==> src/rtl/rr_bus_arbiter.sv <==
// Round-robin arbiter sharing one slave port among NM masters; holds grant per burst, routes ack/err back.
// Latency: grant registered one cycle after request; request, stall and ack/err paths are combinational.
// Backpressure: i_sstall and a full pending counter stall the owner; non-owners are always stalled.
module rr_bus_arbiter #(
   parameter  int NM        = 4,
   parameter  int AW        = 32,
   parameter  int DW        = 38,
   parameter  int LGMAXPEND = 4,
   localparam int LGNM      = $clog2(NM)
) (
   input  logic               i_clk,
   input  logic               i_reset,
   input  logic [NM-1:0]      i_mvalid,
   output logic [NM-1:0]      o_mstall,
   input  logic [NM*AW-1:0]   i_maddr,
   input  logic [NM*DW-1:0]   i_mdata,
   output logic [NM-1:0]      o_mack,
   output logic [NM-1:0]      o_merr,
   output logic               o_svalid,
   input  logic               i_sstall,
   output logic [AW-1:0]      o_saddr,
   output logic [DW-1:0]      o_sdata,
   input  logic               i_sack,
   input  logic               i_serr,
   output logic [LGNM-1:0]    o_owner,
   output logic               o_busy
);

   localparam logic [LGMAXPEND-1:0] MAXPEND = '1;
   localparam logic [LGNM-1:0]      LASTM   = LGNM'(NM - 1);

   typedef enum logic {
      S_IDLE,
      S_GRANTED
   } state_t;

   state_t                 r_state;
   logic [LGNM-1:0]        r_owner;
   logic [LGNM-1:0]        r_rr;
   logic [LGMAXPEND-1:0]   r_pend;

   logic                   w_busy;
   logic                   w_full;
   logic                   w_own_vld;
   logic                   w_accept;
   logic                   w_cmpl;
   logic                   w_found;
   logic [LGNM-1:0]        w_winner;
   logic [LGNM-1:0]        w_cand;
   logic [NM-1:0]          w_sel;

   assign w_busy    = (r_state == S_GRANTED);
   assign w_full    = (r_pend == MAXPEND);
   assign w_own_vld = i_mvalid[r_owner];
   assign w_accept  = o_svalid && !i_sstall;
   // A completion with nothing outstanding is spurious and is dropped here.
   assign w_cmpl    = (i_sack || i_serr) && (r_pend != '0);

   assign o_svalid  = w_busy && w_own_vld && !w_full;
   assign o_owner   = r_owner;
   assign o_busy    = w_busy;

   // Pick the first requester at or after the round-robin pointer, wrapping modulo NM.
   always_comb begin
      w_found  = 1'b0;
      w_winner = '0;
      w_cand   = '0;
      for (int k = 0; k < NM; k++) begin
         w_cand = LGNM'((int'(r_rr) + k) % NM);
         if (!w_found && i_mvalid[w_cand]) begin
            w_found  = 1'b1;
            w_winner = w_cand;
         end
      end
   end

   // Grant state machine: take a grant from IDLE, release once the owner is quiet and drained.
   always_ff @(posedge i_clk) begin
      if (i_reset) begin
         r_state <= S_IDLE;
         r_owner <= '0;
         r_rr    <= '0;
      end else begin
         case (r_state)
            S_IDLE: begin
               if (w_found) begin
                  r_state <= S_GRANTED;
                  r_owner <= w_winner;
                  r_rr    <= (w_winner == LASTM) ? '0 : w_winner + 1'b1;
               end
            end
            S_GRANTED: begin
               if (!w_own_vld && (r_pend == '0) && !w_accept) begin
                  r_state <= S_IDLE;
               end
            end
            default: r_state <= S_IDLE;
         endcase
      end
   end

   // Outstanding-request counter; acceptance is blocked at MAXPEND so it never wraps.
   always_ff @(posedge i_clk) begin
      if (i_reset) begin
         r_pend <= '0;
      end else if (w_accept && !w_cmpl) begin
         r_pend <= r_pend + 1'b1;
      end else if (w_cmpl && !w_accept) begin
         r_pend <= r_pend - 1'b1;
      end
   end

   // One-hot select of the master currently holding the grant.
   always_comb begin
      w_sel = '0;
      for (int m = 0; m < NM; m++) begin
         w_sel[m] = w_busy && (r_owner == LGNM'(m));
      end
   end

   // Request mux, per-master stall and completion routing toward the owner.
   always_comb begin
      o_saddr  = '0;
      o_sdata  = '0;
      o_mstall = '1;
      o_mack   = '0;
      o_merr   = '0;
      for (int m = 0; m < NM; m++) begin
         o_mstall[m] = !w_sel[m] || i_sstall || w_full;
         if (w_sel[m]) begin
            o_saddr = i_maddr[m*AW +: AW];
            o_sdata = i_mdata[m*DW +: DW];
         end
         if (r_owner == LGNM'(m)) begin
            o_mack[m] = w_cmpl && !i_serr;
            o_merr[m] = w_cmpl && i_serr;
         end
      end
   end

endmodule

==> config.mk <==
export PLATFORM = sky130hd
export DESIGN_NAME = rr_bus_arbiter
export DESIGN_NICKNAME = d
export VERILOG_FILES = /design/src/rtl/rr_bus_arbiter.sv
export SDC_FILE = /design/constraint.sdc
export NUM_CORES = 1
export LEC_CHECK = 0
export ABC_AREA = 1
export BUFFER_PORTS_ARGS = -buffer_cell sky130_fd_sc_hd__buf_2
export CAP_MARGIN = 5
export CORE_AREA = 2 2 144 146
export CTS_BUF_LIST = sky130_fd_sc_hd__clkbuf_2 sky130_fd_sc_hd__clkbuf_4 sky130_fd_sc_hd__clkbuf_8
export CTS_CLUSTER_DIAMETER = 60
export DETAILED_ROUTE_END_ITERATION = 7
export DIE_AREA = 0 0 146 148
export GPL_ROUTABILITY_DRIVEN = 0
export PLACE_DENSITY_LB_ADDON = 0.15
export SLEW_MARGIN = 10
export SYNTH_ARGS = -nofsm -noshare
export SYNTH_HDL_FRONTEND = slang
export SYNTH_SLANG_ARGS = --single-unit
==> constraint.sdc <==
create_clock -name i_clk -period 5.3 [get_ports i_clk]
set_clock_uncertainty 0.1 [all_clocks]
set_input_delay 0.53 -clock i_clk [delete_from_list [all_inputs] [get_ports i_clk]]
set_output_delay 0.53 -clock i_clk [all_outputs]
set_load 0.005 [all_outputs]
* Word level (Yosys, flattened, before mapping)
Index checks and enable logic that the tools add are counted.
Cells by class: add/subtract/negate cells 6, $mul 0, divide/modulo/power cells 0, magnitude comparators 5, eq/ne operators 5, shift operators 0, multiplexer cells 40, bitwise logic cells 1, reduce and logical (&&, ||, !) cells 44
Operator list (count):
- $mux 38 | 4
- $mux 32 | 4
- $mux 1 | 19
- $logic_and 1x1->1 | 17
- $lt 2x3->1 const B | 5
- $logic_not 1->1 | 13
- $bmux 1 s2 | 5
- $mux 2 | 5
- $logic_or 1x1->1 | 9
- $mux 4 | 2
- $eq 2x2->1 const B | 3
- $add 2x1->2 const B | 2
- $add 2x2->2 const B | 2
- $add 4x1->4 const B | 1
- $eq 4x4->1 const B | 1
- $logic_not 4->1 | 1
- $reduce_bool 4->1 | 1
- $sub 4x1->4 const B | 1
- $eq 2x1->1 const B | 1
- $logic_not 2->1 | 1
- $pmux 1 s2 | 1
- $reduce_and 2->1 | 1
- $reduce_bool 2->1 | 1
- $not 1->1 | 1
Storage, ports and cells: bits in registers 9, latch bits 0, memory bits (writable) 0, ROM bits 0, bits of input ports 289, output and inout port bits 86, logic and storage cells 105, memories 0

* Longest topological paths before layout
Gate-level depths: netlist of run 1.
word-level depth 14, mapped depth 17, mapped depth without buffers 17

* Worst setup path after synthesis of run 1
OpenSTA, ideal clock, no wires.
path type input to register, start input port i_mvalid[2], end register r_pend[3], library setup time 0.058 ns, arrival time 2.335 ns, required time 5.142 ns, slack 2.807 ns, stages 15, path buffers 0, path through inv_1 o22ai_1 o21ai_0 nor3_1 ha_1 inv_1 ha_1 nand2_1 nor2_1 a211oi_1 nor2_1 nor2_1 nand2_1 a21oi_1 o21a_1
On the way: word-level cells in the longest chain between the ends 8, elaborated cells on any way between the ends 10, those cells by class 3 x mux; 7 x reduce/logical
RTL lines:
- start, declared | line 13 | input logic [NM-1:0] i_mvalid,
- $bmux 1 s2 (*) | line 54 | assign w_own_vld = i_mvalid[r_owner];
- $mux 1 (not written as such) (*) | line 54
- $logic_and 1x1->1 (*) (2 in a row) | line 59 | assign o_svalid = w_busy && w_own_vld && !w_full;
- $logic_and 1x1->1 (*) | line 55 | assign w_accept = o_svalid && !i_sstall;
- $logic_not 1->1 | line 108 | end else if (w_cmpl && !w_accept) begin
- $logic_and 1x1->1 | line 108
- $reduce_bool 2->1 (no source line)
- end signal, assigned | line 107 | r_pend <= r_pend + 1'b1;
- end signal, assigned | line 109 | r_pend <= r_pend - 1'b1;
- end, declared | line 40 | logic [LGMAXPEND-1:0] r_pend;
Mark *: on every way between the ends. The rest lies on a longest branch, timed or not. The select of a mux whose other input is x is not followed. A chain may end at the register's enable or synchronous reset.

* Worst setup path in the final report of run 1
start register r_owner[1], in the netlist o_owner[1], end output port o_sdata[37]
On the way: word-level cells in the longest chain between the ends 6, elaborated cells on any way between the ends 12, those cells by class 3 x eq/ne; 4 x mux; 5 x reduce/logical
RTL lines:
- start, declared | line 38 | logic [LGNM-1:0] r_owner;
- start signal, assigned | line 88 | r_owner <= w_winner;
- $logic_not 2->1 | line 117 | w_sel[m] = w_busy && (r_owner == LGNM'(m));
- $logic_and 1x1->1 | line 117
- $mux 38 (3 in a row) | line 130 | if (w_sel[m]) begin
- $mux 38 (*) | line 130
- end, declared | line 22 | output logic [DW-1:0] o_sdata,
Mark *: on every way between the ends. The rest lies on a longest branch, timed or not.

==> impl_metrics.json, run 1 <==
{
  "wl_per_cell_um": 14.8,
  "synth_area_leaders": "nand2_1 49%, nand4_1 18%, dfxtp_1 7.2%",
  "yosysTopAreaCell": "nand2_1",
  "post_cts_resized": 0,
  "routed_wl_um": 17000,
  "tightestPinTransition_ps": 803,
  "met1_usage": 0.173,
  "setup_viol": 0,
  "crit_path_end_kind": "output port",
  "syn_nets": 821,
  "grt_pass1_wl_um": 24900,
  "min_path_type": "register to register",
  "grt-ovfl-total": 0,
  "post-cts-setup-buffers": 0,
  "grt_max_degree": 56,
  "clkTransAtPathRegs_ps": 50,
  "critical_path_class": "register to output port",
  "fin_tns_setup_ps": 0,
  "yosysUniqueCellTypes": 31,
  "ir_drop_v": 0.000101,
  "synth_top_cell_area_share": 0.485,
  "clock_path_buffers": 2,
  "hpwl_um": 13900,
  "die_height_um": 148,
  "finalHoldViolations": 0,
  "antenna_found_initial": 3,
  "layout_commonest_cell": "buf_2",
  "cap_violations": 0,
  "timing.hold.ws_ps": 462,
  "powerDensity_nw_per_um2": 296,
  "min_period_ps": 3070,
  "postSynthCellCount": 528,
  "ios": 375,
  "multi_input_area_um2": 2160,
  "avgSynthCellArea_um2": 4.76,
  "core_um2": 20000,
  "crit_arrival_ps": 2440,
  "synth_warnings": 0,
  "syn2layout_area_growth_pct": 87.5,
  "synthesis.area_um2": 2510,
  "grt_pass1_vias": 4563,
  "viasPerCell": 4.13,
  "grtUsageTotal": 0.144,
  "clockRootBuffer": "clkbuf_8",
  "crit_path_max_incr_delay_ps": 660,
  "start_kind": "register",
  "htreeDepth": 1,
  "routed-via-count": 4761,
  "pre_cts_slack_ps": 2370,
  "drtIter0Drc": 189,
  "initial_utilization": 0.125,
  "register_area_um2": 180,
  "clk_latency_ps": 230,
  "fin_ws_ps": 2230,
  "firstDrtPassIters": 4,
  "cts_buffers": 3,
  "slew_viol_final": 0,
  "mostFrequentLayoutCells": "374 x buf_2, 325 x nand2_1, 72 x nand4_1, 19 x nor2_1, 16 x inv_1",
  "ys_seq_area_frac": 0.0717,
  "path_cells": "nand2_1 -> nor2_4 -> buf_4 -> nand2_1 -> nand4_1 -> buf_2",
  "final_cells": 1152,
  "drc_errors": 0,
  "synth_seq_cells": 9,
  "slew_headroom": 0.463,
  "grt-busiest-layer": "met2",
  "met2_usage": 0.261,
  "final.period_utilization": 0.579,
  "dieArea_um2": 21600,
  "power_mw": 1.40,
  "antenna_left": 0,
  "worstPathMaxFanout": 40,
  "fmax_ghz": 0.326,
  "power_leakage_nw": 2.60,
  "critPathSlowestCell": "nor2_4",
  "finalNetCount": 1174,
  "cts-hold-fix-buffers": 0,
  "required_ps": 4670,
  "port_buffers": 374,
  "clock_sinks": 9,
  "rsz0062_at_grt": "false",
  "cts_tree": "yes",
  "drive_gt1_frac": 0.466,
  "fillers": 2405,
  "rows": 52,
  "grt_use_met3": 0.0355,
  "place_inst": 1146,
  "status": "finished, final reports clean",
  "die_w_um": 146,
  "cp_common_cell": "nand2_1"
}
-- per-layer routing --
layer  routed length [um]  part of all wire
met1                 6940              0.41
met4                  150            0.0088
met2                 8540              0.50
met5                   13           0.00076
met3                 1400             0.082
-- through the flow --
step                      utilization  area, um^2
after detailed placement        0.233        4660
after floorplan                     -        2510
after CTS                       0.235        4710
after global placement          0.233        4660
final                           0.235        4710
after global routing            0.235        4710
-- cell usage after synthesis --
master / count
a211oi_1: 3
o21ai_0: 5
or2_2: 1
o21a_1: 1
nor2_1: 23
nor2_2: 1
inv_8: 1
ha_1: 3
nor4_1: 1
nor3_1: 1
nor2_4: 1
o21ai_2: 1
nand3_2: 1
a31oi_1: 1
inv_1: 16
nor3b_2: 1
o22ai_1: 2
nand3_1: 6
buf_6: 1
buf_2: 3
clkbuf_1: 26
a21oi_2: 1
nand2_2: 9
a21oi_1: 3
nand4_1: 72
nand2_4: 4
dfxtp_1: 9
nand2_1: 325
inv_2: 3
fa_1: 1
xor2_1: 2
-- critical path: cells and delay by family, from the launching register on --
family | cells | cell delay [ps]
buffers and inverters | 2 | 670
DFF | 1 | 410
and+or+nand+nor | 4 | 1120
-- final timing paths --
path / start / end / slack, ps / cells after the start
setup / recovery: o_owner[1] / o_sdata[37] / 2230 / 6
hold / removal: r_pend[1] / r_pend[1] / 460 / 2
hold reg to reg: r_pend[1] / r_pend[1] / 460 / 2
setup reg to reg: o_owner[0] / r_pend[3] / 2440 / 16
-- logic make-up after synthesis --
kind of cell | synth area share
xor gates and xnor gates | 0.00697
adders and majority gates | 0.0229
buffers and inverters | 0.0821
AOI/OAI and AO/OA | 0.0423
DFF | 0.0717
and+or+nand+nor | 0.774
-- where the power goes --
group / internal, mW / total (mW) / switching, mW
clock network: 0.0576 / 0.0858 / 0.0281
logic: 0.475 / 1.18 / 0.703
registers: 0.0958 / 0.133 / 0.0376
-- state kept, by name, summed over array words and instances (netlist names) --
name     count
r_rr         2
o_owner      2
o_busy       1
r_pend       4
-- final cells by class --
cell class              instances  area share
repair buffers                378       0.404
well taps                     270      0.0717
multi-input cells             469       0.458
clock buffers                   4      0.0104
flip-flops and latches          9      0.0382
inverters                      20      0.0175
diodes                          2     0.00106
(Power assumes the default switching activity.)
==> inputs of run 2 (changes only) <==
ABC_AREA = 0   (was 1)
CORE_AREA = 2 2 146 148   (was 2 2 144 146)
DIE_AREA = 0 0 148 150   (was 0 0 146 148)
clock period = 2.5 ns   (was 5.3 ns; I/O delays follow)
==> impl_metrics.json, run 2 <==
{
  "power_mw": 2.01,
  "mostFrequentLayoutCells": "374 x buf_2, 71 x mux4_2, 70 x and2_1, 16 x nor2_1",
  "p_int_mw": 1.22,
  "viasPerCell": 4.20,
  "grt_pass1_wl_um": 22200,
  "largest-register": "r_pend",
  "drtIter0Drc": 95,
  "grtUsageTotal": 0.127,
  "met1_usage": 0.148,
  "core_um2": 20700,
  "min_period_ps": 2450,
  "grt_max_degree": 80,
  "antenna_left": 0,
  "synth_edf_count": 0,
  "clock_sinks": 9,
  "finalNetCount": 899,
  "slew_headroom": 0.570,
  "htreeDepth": 1,
  "powerDensity_nw_per_um2": 397,
  "grt-busiest-layer": "met2",
  "final_area_um2": 5060,
  "slew_viol_final": 0,
  "r2r_slack_ps": 50,
  "grt_use_met3": 0.0268,
  "finalCoreUtilization": 0.244,
  "async_flop_share": 0,
  "worst-path-buf-inv": 1,
  "cp.depth": 10,
  "firstDrtPassIters": 4,
  "final_cells": 882,
  "grt-ovfl-total": 0,
  "cts_buffers": 3,
  "wl_per_cell_um": 17.9,
  "synthesis.area_um2": 2810,
  "ir_drop_v": 0.000627,
  "tightestPinTransition_ps": 645,
  "met2_usage": 0.239,
  "port_buffers": 374,
  "synthTopCellsByCount": "71 x and2_1, 71 x mux4_2, 17 x nor2_1",
  "dieArea_um2": 22200,
  "synth_ff_type": "dfxtp_1",
  "routed_wl_um": 15800,
  "clock_path_buffers": 2,
  "routed-via-count": 3705,
  "multi_input_area_um2": 2500,
  "rsz0062_at_grt": "true",
  "p_clk_frac": 0.092,
  "power_leakage_nw": 2.46,
  "die_height_um": 150,
  "setup_viol": 0,
  "syn_nets": 540,
  "crit_path_end_kind": "register",
  "p_switching_mw": 0.782,
  "register_area_um2": 189,
  "seqPwrFrac": 0.107,
  "finalHoldViolations": 0,
  "avgSynthCellArea_um2": 11.4,
  "clk_latency_ps": 230,
  "hpwl_um": 13300,
  "ios": 375,
  "post-cts-setup-buffers": 0,
  "min_path_type": "input port to register",
  "synth_seq_cells": 9,
  "initial_utilization": 0.136,
  "pre_cts_slack_ps": -62.5,
  "yosysUniqueCellTypes": 35,
  "ys_seq_area_frac": 0.0642,
  "fin_ws_ps": 47.8,
  "swShare": 0.390,
  "crit_arrival_ps": 2520,
  "min_path_cells": 2,
  "final.period_utilization": 0.981,
  "synth_warnings": 0,
  "crit_path_max_incr_delay_ps": 530,
  "place_inst": 876,
  "critPathSlowestCell": "mux4_2",
  "postSynthCellCount": 247,
  "yosysTopAreaCell": "mux4_2",
  "syn2layout_area_growth_pct": 80.2,
  "antenna_found_initial": 4,
  "clkTransAtPathRegs_ps": 50,
  "synth_area_leaders": "mux4_2 57%, and2_1 16%, dfxtp_1 6.4%",
  "cp_common_cell": "ha_4",
  "grt_pass1_vias": 3851,
  "fillers": 2293,
  "synth_top_cell_area_share": 0.570,
  "critical_path_class": "register to register",
  "required_ps": 2570,
  "drive_gt1_frac": 0.777,
  "start_kind": "register",
  "largest_reg_flops": 4,
  "drc_errors": 0,
  "rows": 53,
  "clockRootBuffer": "clkbuf_8",
  "die_w_um": 148,
  "p_comb_frac": 0.801,
  "placed_area_um2": 4980,
  "cap_violations": 0,
  "fmax_ghz": 0.408,
  "layout_commonest_cell": "buf_2",
  "r2r_cells": 10,
  "status": "finished, final reports clean",
  "cp_top_family": "multiplexers",
  "worstPathMaxFanout": 3,
  "cts-hold-fix-buffers": 0,
  "path_cells": "mux4_2 -> and2_4 -> ha_4 -> inv_4 -> ha_4 -> a21o_1 -> a21oi_2 -> xnor2_1 -> or3_1 -> a21oi_1",
  "cts_tree": "yes"
}
## run 2: cell types whose count changed after synthesis, moves of 4 or more
cell,delta
a21oi_1,+4
and2_1,+71
buf_2,+6
clkbuf_1,-12
inv_1,-12
mux2i_1,+4
mux4_2,+71
nand2_1,-321
nand2_2,-9
nand2_4,-4
nand3_1,-5
nand4_1,-71
nor2_1,-6
## run 2: timing repair
item,in CTS,in global routing
hold endpoints to repair,0,0
resized for setup,4,1
endpoints found under the setup margin,1,2
gates cloned,0,0
## run 2: final cells by class
class	instances	area share
diodes	2	0.000990
multi-input cells	207	0.495
inverters	4	0.00346
flip-flops and latches	9	0.0374
repair buffers	381	0.386
clock buffers	4	0.00965
well taps	275	0.0681
## run 2: path summary, 6_finish.rpt
kind                                 start         to
worst max-delay path            o_owner[0]  r_pend[3]
worst min-delay path               i_reset    r_rr[1]
worst max register to register  o_owner[0]  r_pend[3]
worst min register to register   r_pend[3]  r_pend[3]
## run 2: cell families after synthesis
| family | count (synthesis) | synth area share |
|---|---|---|
| DFF | 9 | 0.0642 |
| buffers and inverters | 31 | 0.0571 |
| AOI/OAI and AO/OA | 16 | 0.0384 |
| xor gates and xnor gates | 4 | 0.0125 |
| muxes | 75 | 0.584 |
| adders and majority gates | 4 | 0.0205 |
| and+or+nand+nor | 108 | 0.223 |
## run 2: stage by stage
stage	hold WS [ps]	TNS, ps
CTS	216	0
finish	217	0
detailed placement	414	-62.5
global route	233	-96.1
global placement	409	0
floorplan	358	-98.0
## run 2: metal layers
metal  wire [um]  share of wire
met1        5830           0.37
met2        8480           0.54
met3        1170          0.074
met4         276          0.018
met5          13        0.00082
## run 2: power by group through the flow
stage	combinational [mW]	clock, mW	sequential, mW
after floorplan	0.996	0	0.217
after global placement	1.60	0	0.214
after detailed placement	1.62	0	0.218
after CTS	1.64	0.191	0.215
after global routing	1.76	0.198	0.222
final	1.61	0.184	0.215
==> inputs of run 3 (changes only) <==
--- a/constraint.sdc
+++ b/constraint.sdc
@@ -3,3 +3,3 @@
 set_input_delay 0.25 -clock i_clk [delete_from_list [all_inputs] [get_ports i_clk]]
 set_output_delay 0.25 -clock i_clk [all_outputs]
-set_load 0.005 [all_outputs]
+set_load 0.02 [all_outputs]
==> impl_metrics.json, run 3 (synthesis results as in run 2) <==
{
  "cap_violations": 0,
  "grt_max_degree": 80,
  "power_leakage_nw": 2.47,
  "wl_per_cell_um": 17.7,
  "start_kind": "register",
  "clockRootBuffer": "clkbuf_8",
  "status": "finished, final reports clean",
  "final_cells": 883,
  "setup_viol": 0,
  "critPathSlowestCell": "mux4_2",
  "port_buffers": 374,
  "largest-register": "r_pend",
  "grt-ovfl-total": 0,
  "cp_top_family": "multiplexers",
  "syn2layout_area_growth_pct": 80.6,
  "core_um2": 20700,
  "powerDensity_nw_per_um2": 443,
  "routed_wl_um": 15600,
  "fillers": 2303,
  "drc_errors": 0,
  "die_w_um": 148,
  "register_area_um2": 189,
  "min_period_ps": 2450,
  "htreeDepth": 1,
  "worst-path-buf-inv": 1,
  "viasPerCell": 4.13,
  "dieArea_um2": 22200,
  "crit_arrival_ps": 2510,
  "grt_pass1_wl_um": 22100,
  "path_cells": "mux4_2 -> and2_4 -> ha_4 -> inv_4 -> ha_4 -> a21o_1 -> a21oi_2 -> xnor2_1 -> or3_1 -> a21oi_1",
  "largest_reg_flops": 4,
  "clock_sinks": 9,
  "hpwl_um": 13100,
  "finalNetCount": 901,
  "slew_headroom": 0.549,
  "fin_ws_ps": 49.4,
  "ir_drop_v": 0.000405,
  "cts_tree": "yes",
  "multi_input_area_um2": 2500,
  "drtIter0Drc": 122,
  "finalHoldViolations": 0,
  "slew_viol_final": 0,
  "required_ps": 2560,
  "firstDrtPassIters": 4,
  "worstPathMaxFanout": 3,
  "critical_path_class": "register to register",
  "drive_gt1_frac": 0.776,
  "mostFrequentLayoutCells": "374 x buf_2, 71 x mux4_2, 70 x and2_1, 17 x nor2_1, 7 x buf_4",
  "grt_pass1_vias": 3931,
  "fin_tns_setup_ps": 0,
  "antenna_found_initial": 2,
  "clk_latency_ps": 230,
  "crit_path_max_incr_delay_ps": 530,
  "crit_path_end_kind": "register",
  "rows": 53,
  "tightestPinTransition_ps": 677,
  "antenna_left": 0,
  "fmax_ghz": 0.408,
  "min_path_type": "input port to register",
  "layout_commonest_cell": "buf_2",
  "pre_cts_slack_ps": -0.618,
  "clkTransAtPathRegs_ps": 50,
  "initial_utilization": 0.136,
  "rsz0062_at_grt": "true",
  "clock_path_buffers": 2,
  "routed-via-count": 3650,
  "final.period_utilization": 0.980,
  "cts_buffers": 3,
  "cp_common_cell": "ha_4",
  "grtUsageTotal": 0.126,
  "die_height_um": 150,
  "place_inst": 878,
  "ios": 375
}
run 3: cell count changes in the layout (fill, tap and decap cells not counted), sizes merged:
cell   delta
buf       +2
diode     -1
run 3: layout make-up:
cell class	instances	share of cell area
antenna	1	0.000494
tap	275	0.0679
clock buffer	4	0.00963
inverter	4	0.00346
multi-input combinational	207	0.493
timing repair buffer	383	0.388
sequential	9	0.0373
run 3: path summary, 6_finish.rpt:
| kind | start | end | slack [ps] | depth (start not counted) |
|---|---|---|---|---|
| worst max-delay path | o_owner[0] | r_pend[3] | 50 | 10 |
| worst max register to register | o_owner[0] | r_pend[3] | 50 | 10 |
| worst min-delay path | i_reset | r_rr[1] | 230 | 2 |
| worst min register to register | r_pend[3] | r_pend[3] | 420 | 2 |
run 3: what timing repair did:
item / in CTS / in global routing
buffers inserted: 0 / 0
hold buffers: 0 / 0
gates resized for setup: 2 / 2
endpoints found under the setup margin: 1 / 16
pin swaps: 0 / 1
run 3: stage by stage:
stage               area, um^2   util  power [mW]  hold slack (ps)
finish                    5070  0.245        2.25              226
global route              5060  0.245        2.43              213
CTS                       5050  0.244        2.28              212
detailed placement        5000  0.241        2.07              411
global placement          5000  0.241        2.06              401
floorplan                 2830      -        1.44              358
run 3: report_power, final:
| part | leakage [nW] | internal, mW | switching (mW) |
|---|---|---|---|
| registers | 0.0762 | 0.183 | 0.0300 |
| clock network | 0.0262 | 0.122 | 0.0575 |
| logic | 2.37 | 0.930 | 0.924 |
run 3: per-layer routing:
layer	track usage	wire length, um	vias up
met5	0	13	-
met4	0.0105	80	2
met3	0.0402	1590	8
met2	0.237	8160	177
met1	0.144	5760	1770
li1	-	-	1693
